## src/rtl/keccak_src_feeder_if.sv

```systemverilog
// Bundle of command, message-word and Keccak-source handshake signals for keccak_src_feeder.
// The master side drives commands, message words and src_read; the slave side is the feeder.
interface keccak_src_feeder_if #(parameter int LEN_W = 16);
  logic             cmd_valid;
  logic             cmd_ready;
  logic [1:0]       cmd_mode;
  logic [LEN_W-1:0] cmd_len;
  logic             cmd_final;
  logic [31:0]      din;
  logic             din_valid;
  logic             din_ready;
  logic [31:0]      dout;
  logic             src_ready;
  logic             src_read;
  logic             busy;

  modport master (
    output cmd_valid, cmd_mode, cmd_len, cmd_final, din, din_valid, src_read,
    input  cmd_ready, din_ready, dout, src_ready, busy
  );

  modport slave (
    input  cmd_valid, cmd_mode, cmd_len, cmd_final, din, din_valid, src_read,
    output cmd_ready, din_ready, dout, src_ready, busy
  );
endinterface

```

## src/rtl/keccak_src_feeder.sv

```systemverilog
// Producer end of the Keccak input word port: presents a header word, then the
// byte-masked message words of one hash segment, drawn from a show-ahead FIFO.
module keccak_src_feeder #(
  parameter int DEPTH = 4,
  parameter int LEN_W = 16
) (
  input  logic                 clk,
  input  logic                 rst,
  keccak_src_feeder_if.slave   bus
);
  localparam int AW = $clog2(DEPTH);
  localparam int CW = LEN_W - 1;

  typedef enum logic [1:0] {IDLE, HDR, DATA} state_t;

  state_t           state, state_nx;
  logic [31:0]      mem [DEPTH];
  logic [AW:0]      wr_ptr, rd_ptr, fill;
  logic             full, empty, push, pop;
  logic [1:0]       mode_q;
  logic             final_q;
  logic [LEN_W-1:0] len_q;
  logic [CW-1:0]    rem_q, nwords;
  logic             cmd_fire, last_word;
  logic [31:0]      hdr_word, lane_mask, data_word;

  assign fill      = wr_ptr - rd_ptr;
  assign full      = (fill == (AW+1)'(DEPTH));
  assign empty     = (fill == '0);
  assign push      = bus.din_valid & ~full;
  assign pop       = (state == DATA) & bus.src_read & ~empty;
  assign cmd_fire  = (state == IDLE) & bus.cmd_valid;
  assign last_word = (rem_q == CW'(1));

  // ceil(len/4) fits in LEN_W-1 bits even for len = 2^LEN_W-1
  assign nwords = {1'b0, bus.cmd_len[LEN_W-1:2]} + CW'(|bus.cmd_len[1:0]);

  // NOTE: FIFO storage is deliberately not reset; the pointers alone define which entries are valid.
  always_ff @(posedge clk) begin
    if (push) mem[wr_ptr[AW-1:0]] <= bus.din;
  end

  // NOTE: sequential state uses non-blocking assignments so every register samples pre-edge values.
  always_ff @(posedge clk or posedge rst) begin
    if (rst) begin
      wr_ptr  <= '0;
      rd_ptr  <= '0;
      state   <= IDLE;
      mode_q  <= '0;
      final_q <= 1'b0;
      len_q   <= '0;
      rem_q   <= '0;
    end else begin
      state <= state_nx;
      if (push) wr_ptr <= wr_ptr + 1'b1;
      if (pop) begin
        rd_ptr <= rd_ptr + 1'b1;
        rem_q  <= rem_q - 1'b1;
      end
      if (cmd_fire) begin
        mode_q  <= bus.cmd_mode;
        final_q <= bus.cmd_final;
        len_q   <= bus.cmd_len;
        rem_q   <= nwords;
      end
    end
  end

  always_comb begin
    hdr_word                = '0;
    hdr_word[31:30]         = mode_q;
    hdr_word[29]            = final_q;
    hdr_word[LEN_W+2:0]     = {len_q, 3'b000};
  end

  always_comb begin
    case (len_q[1:0])
      2'd1:    lane_mask = 32'h0000_00FF;
      2'd2:    lane_mask = 32'h0000_FFFF;
      2'd3:    lane_mask = 32'h00FF_FFFF;
      default: lane_mask = 32'hFFFF_FFFF;
    endcase
  end

  assign data_word = mem[rd_ptr[AW-1:0]] & (last_word ? lane_mask : 32'hFFFF_FFFF);

  // NOTE: every output of this block gets a default first so no latch is inferred.
  always_comb begin
    state_nx      = state;
    bus.src_ready = 1'b0;
    bus.dout      = '0;
    case (state)
      IDLE: if (bus.cmd_valid) state_nx = HDR;
      HDR: begin
        bus.src_ready = 1'b1;
        bus.dout      = hdr_word;
        if (bus.src_read) state_nx = (rem_q != '0) ? DATA : IDLE;
      end
      DATA: begin
        bus.src_ready = ~empty;
        bus.dout      = empty ? 32'h0 : data_word;
        if (pop && last_word) state_nx = IDLE;
      end
      default: state_nx = IDLE;
    endcase
  end

  assign bus.cmd_ready = (state == IDLE);
  assign bus.din_ready = ~full;
  assign bus.busy      = (state != IDLE);
endmodule
```

## src/flat_wrapper.sv

```systemverilog
// flat-port wrapper written by rule: the top's interface ports become plain ports
module keccak_src_feeder_flat 
#(
  parameter int DEPTH = 4,
  parameter int LEN_W = 16
)
  (clk, rst, bus_cmd_valid, bus_cmd_mode, bus_cmd_len, bus_cmd_final, bus_din, bus_din_valid, bus_src_read, bus_cmd_ready, bus_din_ready, bus_dout, bus_src_ready, bus_busy);
  keccak_src_feeder_if #(.LEN_W(LEN_W)) bus_i ();
  input  logic clk;
  input  logic rst;
  input wire logic [$bits(bus_i.cmd_valid)-1:0] bus_cmd_valid;
  input wire logic [$bits(bus_i.cmd_mode)-1:0] bus_cmd_mode;
  input wire logic [$bits(bus_i.cmd_len)-1:0] bus_cmd_len;
  input wire logic [$bits(bus_i.cmd_final)-1:0] bus_cmd_final;
  input wire logic [$bits(bus_i.din)-1:0] bus_din;
  input wire logic [$bits(bus_i.din_valid)-1:0] bus_din_valid;
  input wire logic [$bits(bus_i.src_read)-1:0] bus_src_read;
  output wire logic [$bits(bus_i.cmd_ready)-1:0] bus_cmd_ready;
  output wire logic [$bits(bus_i.din_ready)-1:0] bus_din_ready;
  output wire logic [$bits(bus_i.dout)-1:0] bus_dout;
  output wire logic [$bits(bus_i.src_ready)-1:0] bus_src_ready;
  output wire logic [$bits(bus_i.busy)-1:0] bus_busy;
  assign bus_i.cmd_valid = bus_cmd_valid;
  assign bus_i.cmd_mode = bus_cmd_mode;
  assign bus_i.cmd_len = bus_cmd_len;
  assign bus_i.cmd_final = bus_cmd_final;
  assign bus_i.din = bus_din;
  assign bus_i.din_valid = bus_din_valid;
  assign bus_i.src_read = bus_src_read;
  assign bus_cmd_ready = bus_i.cmd_ready;
  assign bus_din_ready = bus_i.din_ready;
  assign bus_dout = bus_i.dout;
  assign bus_src_ready = bus_i.src_ready;
  assign bus_busy = bus_i.busy;
  keccak_src_feeder #(.DEPTH(DEPTH), .LEN_W(LEN_W)) u_core (.clk(clk), .rst(rst), .bus(bus_i));
endmodule
```

## config.mk

```make
export PLATFORM = sky130hd
export DESIGN_NAME = keccak_src_feeder_flat
export DESIGN_NICKNAME = d
export VERILOG_FILES = /design/src/rtl/keccak_src_feeder_if.sv /design/src/rtl/keccak_src_feeder.sv /design/src/flat_wrapper.sv
export SDC_FILE = /design/constraint.sdc
export NUM_CORES = 1
export LEC_CHECK = 0
export CAP_MARGIN = 40
export CORE_MARGIN = 4
export CORE_UTILIZATION = 45
export DETAILED_ROUTE_END_ITERATION = 8
export HOLD_SLACK_MARGIN = 0.06
export PLACE_DENSITY = 0.69
export SYNTH_ARGS = -nofsm -noshare
export SYNTH_HDL_FRONTEND = slang
export SYNTH_SLANG_ARGS = --single-unit
```

## constraint.sdc

```tcl
create_clock -name clk -period 8.4 [get_ports clk]
set_clock_uncertainty 0.1 [all_clocks]
set_input_delay 1.68 -clock clk [delete_from_list [all_inputs] [get_ports clk]]
set_output_delay 1.68 -clock clk [all_outputs]
set_load 0.05 [all_outputs]
```

==> results of run 1 <==
-- how the worst max path moves through the flow --
stage               cells after the start  slack (ps)        startpoint      endpoint
global placement                        8        2920  u_core.wr_ptr[0]  bus_dout[11]
CTS                                     7        2870  u_core.wr_ptr[0]  bus_dout[11]
floorplan                              10        3810  u_core.rd_ptr[1]  bus_dout[10]
detailed placement                      7        3350  u_core.wr_ptr[0]  bus_dout[11]
global route                            7        2730  u_core.wr_ptr[0]  bus_dout[22]
finish                                  7        3000  u_core.wr_ptr[0]  bus_dout[11]
-- sequential cells by signal, indices dropped and copies added, names as in the netlist --
register and flops:
u_core.mode_q 2, u_core.state 2, u_core.rem_q 15, u_core.final_q 1, u_core.wr_ptr 3, u_core.mem 128, u_core.rd_ptr 3, u_core.len_q 16
-- cells in the mapped netlist (all sizes together) (11+ instances only) --
| master | count | area (um^2) |
|---|---|---|
| nor2b | 11 | 68.8 |
| nor2 | 13 | 51.3 |
| o21ai | 28 | 144 |
| dfrtp | 42 | 1050 |
| ha | 16 | 200 |
| inv | 31 | 116 |
| clkbuf | 15 | 56.3 |
| nand2 | 77 | 289 |
| xnor2 | 16 | 140 |
| edfxtp | 128 | 3840 |
| nand3 | 11 | 55.1 |
| xor2 | 14 | 123 |
| mux4 | 32 | 721 |
-- layer usage --
metal,track usage (%),up-vias,share of wire [%],wire [um]
met5,0,-,0,0
met4,4.59,0,0.95,155
met3,5.33,12,5.9,966
met2,31.2,121,50,8160
met1,24.7,2222,43,7030
li1,-,2075,-,-
-- cell usage in the layout, fill, tap and decap left out, types with 2 or more instances in the layout --
master / n
o21ai_0: 7
inv_1: 31
xnor2_1: 16
mux4_2: 32
mux2_2: 2
dfrtp_1: 41
o211ai_1: 6
o21ai_1: 20
inv_6: 4
xor2_1: 14
a31oi_1: 2
buf_4: 6
a22o_1: 5
nor3_1: 5
mux2i_1: 8
nand2b_1: 2
clkbuf_16: 17
nor2_1: 12
inv_8: 2
nor4_1: 3
and3_1: 2
buf_12: 4
ha_1: 16
clkdlybuf4s50_1: 91
nand3_1: 11
and2_1: 6
o2111ai_1: 5
edfxtp_1: 128
bufinv_16: 4
a21oi_1: 2
nand2_1: 77
nor2b_1: 11
and2_2: 4
nand4_1: 3
-- cell families (layout without fill, tap and decap cells) --
logic type	after synthesis	in the layout	synth area share, %
buffers and inverters	52	163	2.80
AO/OA/AOI/OAI	53	53	4.60
multiplexers	43	43	11.2
AND/OR/NAND/NOR	147	147	9.58
XOR/XNOR	30	30	3.52
flip-flops	170	170	65.6
adder cells (fa/ha/maj)	16	16	2.68
-- worst reg2reg max path, stage by stage, from the launching register on --
cell     delay, ps
dfrtp_1        420
inv_1          160
ha_1           170
nor2b_1        180
xnor2_1        160
a31oi_1        480
and2_2         350
buf_12         250
-- area by class of cell --
class	count	area (um^2)
clock buffers	18	429
inverters	31	116
well taps	216	270
fillers	1245	6740
repair buffers	101	1040
clock inverters	13	206
multi-input cells	289	2360
flip-flops and latches	170	4900
-- through the flow --
step                      setup WS, ps  hold slack [ps]
final                             3000              384
after global placement            2920              363
after floorplan                   3810              346
after global routing              2730              404
after CTS                         2870              381
after detailed placement          3350              362
-- where the power goes --
group / internal [mW] / total, mW / leakage [nW] / switching, mW
logic: 0.526 / 1.36 / 1.40 / 0.833
clock network: 0.506 / 0.840 / 0.310 / 0.334
registers: 1.16 / 1.27 / 1.68 / 0.109
total: 2.20 / 3.47 / 3.39 / 1.28
==> results.md, run 1 <==
- Outcome: finished clean
- Reg-to-reg startpoint: u_core.wr_ptr[0]
- Clk slew on worst S/H paths: 70 ps
- Buf+Inv Stages, Crit Path: 2
- Setup bufs post-CTS: 0
- Dpl cell area: 0.00868 mm^2
- EDFF count, synth: 128
- Nets: 682
- Top-Level Pins: 92
- CTS tree: done
- Hold_sp: u_core.len_q[12]
- Crit share post-route: 64.3%
- Number of global-route vias before repair: 4683
- Final core utilization: 58.0%
- Number of diodes: 0
- Maximum clock rate: 185 MHz
- Routed WL: 16.3 mm
- Synth Flop Type: edfxtp_1
- 1st-pass router iterations: 5
- Maximum clock insertion buffer count: 2
- First-pass GRT wire length: 25.9 mm
- Core box area: 0.0161 mm^2
- Synth Cell Area: 0.00746 mm^2
- CP peak stage delay: 850 ps
- Setup_tns: 0 ps
- DP Wirelength: 10.9 mm
- Cells after Synth: 511
- R2R depth: 7
- Worst r2r dst: u_core.mem[3][15]
- Setup crit end kind: primary output
- Row count: 46
- Clk_lat worst skew: 420 ps
- Register bit total from synthesis: 170
- Distinct cells, synth: 47
- WL/cell: 19.5 um
- Vias: 4430
- Syn Area/Cell: 14.6 um^2
- Cell leakage power: 3.39 nW
- Hold depth: 2
- Die area: 0.0187 mm^2
- Total CTS buffers: 17
- Post-synthesis net count: 583
- Final Setup Violations: 0
- Crit path required time: 6620 ps
- Area Growth Syn to Fin: 24.9%
- Placed insts: 807
- Crit path max-delay family: buffers and inverters
- CTS H-tree lvls: 4
- Crit Path Max Fanout: 14
- Worst Setup Start Kind: register
- Slew headroom: 43.6%
- Min Clock Period, post-route: 5400 ps
- PD cells: 373 mW/mm^2
- Root buffer cell: clkbuf_16
- Hold Vio Cnt, Final: 0
- Fin cells: 838
- Die Span Y: 137 um
- Remaining global-route overflow: 0
- Via density: 5.29
- WP data arrival: 3620 ps
- CTS Sinks: 170
- Async SR Flop Fraction: 24.7%
- Post-CTS sizing: 0
- Pin count of the biggest net entering global routing: 43
- Post-CTS Hold Fix Bufs: 0
- Reg-to-reg slack, setup: 5810 ps
- Total power: 3.47 mW
- Gp weighted congestion: 0.845
- Initial antenna violation count: 0
- Worst path cell trace: inv_1 -> ha_1 -> nand2_1 -> o211a_1 -> nand2_1 -> o21ai_1 -> clkdlybuf4s50_1
- CP max stage cell: clkdlybuf4s50_1
- Synth warn: 0
- DRC: 0
- Iteration-0 DRC count of the detailed router: 354
- Worst hold path class: register to register
- Final Max Tran Viols: 0
- Die W: 137 um
- Unrepaired setup endpoints after global routing: no
- Starting Density: 46.4%
- Worst Hold End: u_core.len_q[12]
- All-layer global routing usage: 18.8%
- Antenna Violating Nets Remaining: 0
- I/O Buffers: 91
- Fin area: 0.00931 mm^2
- Setup CP Type: register to primary output
- Worst path most repeated cell: nand2_1
- Max rail drop VDD: 0.216 mV
- Share of post-route cells with drive strength above 1: 13.7%
- Worst slew pin tran: 846 ps
- Maxcap violations: 0
- Sequential-to-total area share from yosys stat: 65.6%
Note: power is estimated with default switching activity, not from simulation.
==> run 2: changes to the inputs <==
--- a/config.mk
+++ b/config.mk
@@ -10,7 +10,7 @@
 export CORE_UTILIZATION = 45
 export DETAILED_ROUTE_END_ITERATION = 8
 export HOLD_SLACK_MARGIN = 0.06
-export PLACE_DENSITY = 0.69
+export PLACE_DENSITY = 0.71
 export SYNTH_ARGS = -nofsm -noshare
 export SYNTH_HDL_FRONTEND = slang
 export SYNTH_SLANG_ARGS = --single-unit
==> constraint.sdc (replaced) <==
create_clock -name clk -period 4.45 [get_ports clk]
set_clock_uncertainty 0.1 [all_clocks]
set_input_delay 0.89 -clock clk [delete_from_list [all_inputs] [get_ports clk]]
set_output_delay 0.89 -clock clk [all_outputs]
set_load 0.05 [all_outputs]
==> run 2 against run 1 <==
Via count is 2.3% higher. Flip-flop and latch count stayed put. Worst setup slack worse by 2600 ps. Cell count stayed put. Power is 95% higher. Count of clock-buffer cells in the layout is 1 lower. Non-clock buffer count stayed put. Critical path depth stayed put. Sequential power is 90% higher. Highest routed layer unchanged. Clock power is 75% higher. Core utilization is 1.9 points higher.
==> results.md, run 2 (same netlist as run 1, synthesis figures left out) <==
- 1st-pass router iterations: 6 (was 5)
- PD cells: 704 mW/mm^2 (was 373 mW/mm^2)
- GRT busiest layer: met2 (unchanged)
- Max reg flops: 128 (unchanged)
- Post-CTS Hold Fix Bufs: 0 (unchanged)
- Gp weighted congestion: 0.818 (was 0.845)
- WP data arrival: 3070 ps (was 3620 ps)
- Cell leakage power: 3.53 nW (was 3.39 nW)
- Most common cell after layout, fill and taps aside: edfxtp_1 (unchanged)
- DP Wirelength: 11.2 mm (was 10.9 mm)
- Row count: 46 (unchanged)
- Max rail drop VDD: 0.401 mV (was 0.216 mV)
- Setup_tns: 0 ps (unchanged)
- CP peak stage delay: 480 ps (was 850 ps)
- WL/cell: 20.0 um (was 19.5 um)
- Iteration-0 DRC count of the detailed router: 334 (was 354)
- Total power: 6.76 mW (was 3.47 mW)
- Maximum clock insertion buffer count: 2 (unchanged)
- Setup CP Type: register to primary output (unchanged)
- Setup bufs post-CTS: 0 (unchanged)
- Placed insts: 807 (unchanged)
- Slew headroom: 43.1% (was 43.6%)
- Hold Vio Cnt, Final: 0 (unchanged)
- Initial antenna violation count: 0 (unchanged)
- Crit Path Max Fanout: 14 (unchanged)
- All-layer global routing usage: 18.9% (was 18.8%)
- Most frequent cells in the layout: edfxtp_1 (128), nand2_1 (77), clkdlybuf4s50_1 (57) (was edfxtp_1 (128), clkdlybuf4s50_1 (91), nand2_1 (77))
- Die W: 137 um (unchanged)
- Fin cells: 838 (unchanged)
- Outcome: finished clean (unchanged)
- M2 GR Usage: 30.9% (was 31.2%)
- Remaining global-route overflow: 0 (unchanged)
- Vias: 4531 (was 4430)
- Worst path most repeated cell: nand2_1 (unchanged)
- Hold slack: 378 ps (was 384 ps)
- Final Setup Violations: 0 (unchanged)
- Starting Density: 46.4% (unchanged)
- Number of diodes: 0 (unchanged)
- Root buffer cell: clkbuf_16 (unchanged)
- Clk_lat worst skew: 430 ps (was 420 ps)
- Met1 usage: 24.2% (was 24.7%)
- Worst path cell trace: inv_1 -> ha_1 -> nand2_1 -> o211a_1 -> nand2_1 -> o21ai_1 -> buf_12 (was inv_1 -> ha_1 -> nand2_1 -> o211a_1 -> nand2_1 -> o21ai_1 -> clkdlybuf4s50_1)
- Unrepaired setup endpoints after global routing: no (unchanged)
- Crit path max-delay family: compound AO/OA/AOI/OAI gates (was buffers and inverters)
- GR Util met3: 5.33% (unchanged)
- Clk slew on worst S/H paths: 60 ps (was 70 ps)
- Share of post-route cells with drive strength above 1: 19.3% (was 13.7%)
- Die Span Y: 137 um (unchanged)
- Worst hold path class: register to register (unchanged)
- Maximum clock rate: 246 MHz
- Antenna Violating Nets Remaining: 0 (unchanged)
- CP max stage cell: o211a_1 (was clkdlybuf4s50_1)
- Die area: 0.0187 mm^2 (unchanged)
- Routed WL: 16.8 mm (was 16.3 mm)
- Core box area: 0.0161 mm^2 (unchanged)
- CTS tree: done (unchanged)
- Via density: 5.41 (was 5.29)
- Pin count of the biggest net entering global routing: 43 (unchanged)
- CTS Sinks: 170 (unchanged)
- Number of global-route vias before repair: 4759 (was 4683)
- Setup crit end kind: primary output (unchanged)
- Total CTS buffers: 17 (unchanged)
- Final Max Tran Viols: 0 (unchanged)
- Buf+Inv Stages, Crit Path: 2 (unchanged)
- CTS H-tree lvls: 4 (unchanged)
- Min Clock Period, post-route: 4060 ps
- First-pass GRT wire length: 25.9 mm (about the same)
- DRC: 0 (unchanged)
- I/O Buffers: 91 (unchanged)
- Maxcap violations: 0 (unchanged)
- Worst Setup Start Kind: register (unchanged)
- Crit path required time: 3460 ps (was 6620 ps)
- Area Growth Syn to Fin: 28.9% (was 24.9%)
- Crit share post-route: 91.2%
- Top-Level Pins: 92 (unchanged)
- Worst slew pin tran: 853 ps (was 846 ps)
- Post-CTS sizing: 0 (unchanged)
- Nets: 682 (unchanged)
[run 2: changes by cell type in the layout (fill, tap and decap cells not counted), sizes merged]
cell | before | now
clkbuf | 18 | 17
clkdlybuf4s50 | 91 | 57
buf | 10 | 44
bufinv | 4 | 2
clkinv | 3 | 4
clkinvlp | 0 | 2
[run 2: layout make-up]
class                           instances  area, um^2
Clock buffer                           17         425
Clock inverter                         14         160
Fill cell                            1201        6450
Inverter                               31         116
Multi-Input combinational cell        289        2360
Sequential cell                       170        4900
Tap cell                              216         270
Timing Repair Buffer                  101        1380
[run 2: metrics by stage]
| stage | worst slack (ps) | instance area (um^2) | util (%) |
|---|---|---|---|
| finish | 391 | 9610 | 59.9 |
| floorplan | 650 | 7460 | - |
| global route | 163 | 9610 | 59.9 |
| CTS | 329 | 9610 | 59.9 |
| global placement | 915 | 8920 | 55.5 |
| detailed placement | 822 | 9030 | 56.2 |
[run 2: path summary, 6_finish.rpt]
path	start	to	slack, ps	cells past startpoint
max reg2reg	u_core.wr_ptr[0]	u_core.mem[3][12]	1730	8
max in group asynchronous	rst	u_core.rd_ptr[0]	3030	3
min in group asynchronous	rst	u_core.len_q[11]	810	3
min	u_core.len_q[8]	u_core.len_q[8]	380	2
max	u_core.wr_ptr[0]	bus_dout[18]	390	7
min reg2reg	u_core.len_q[8]	u_core.len_q[8]	380	2
[run 2: worst min-delay path, stage by stage, from the launching register on]
cell and delay (ps):
dfrtp_1 340, nand2_1 50, nand2_1 60
[run 2: per-layer routing]
layer | vias up | wire length, um
met5 | - | 0
met4 | 0 | 266
met3 | 15 | 1050
met2 | 151 | 8490
met1 | 2292 | 6950
li1 | 2073 | -
[run 2: report_power, final]
group / leakage (nW) / switching [mW] / internal [mW] / total [mW]
Clock: 0.281 / 0.633 / 0.836 / 1.47
Sequential: 1.68 / 0.210 / 2.20 / 2.41
Combinational: 1.57 / 1.66 / 1.23 / 2.89
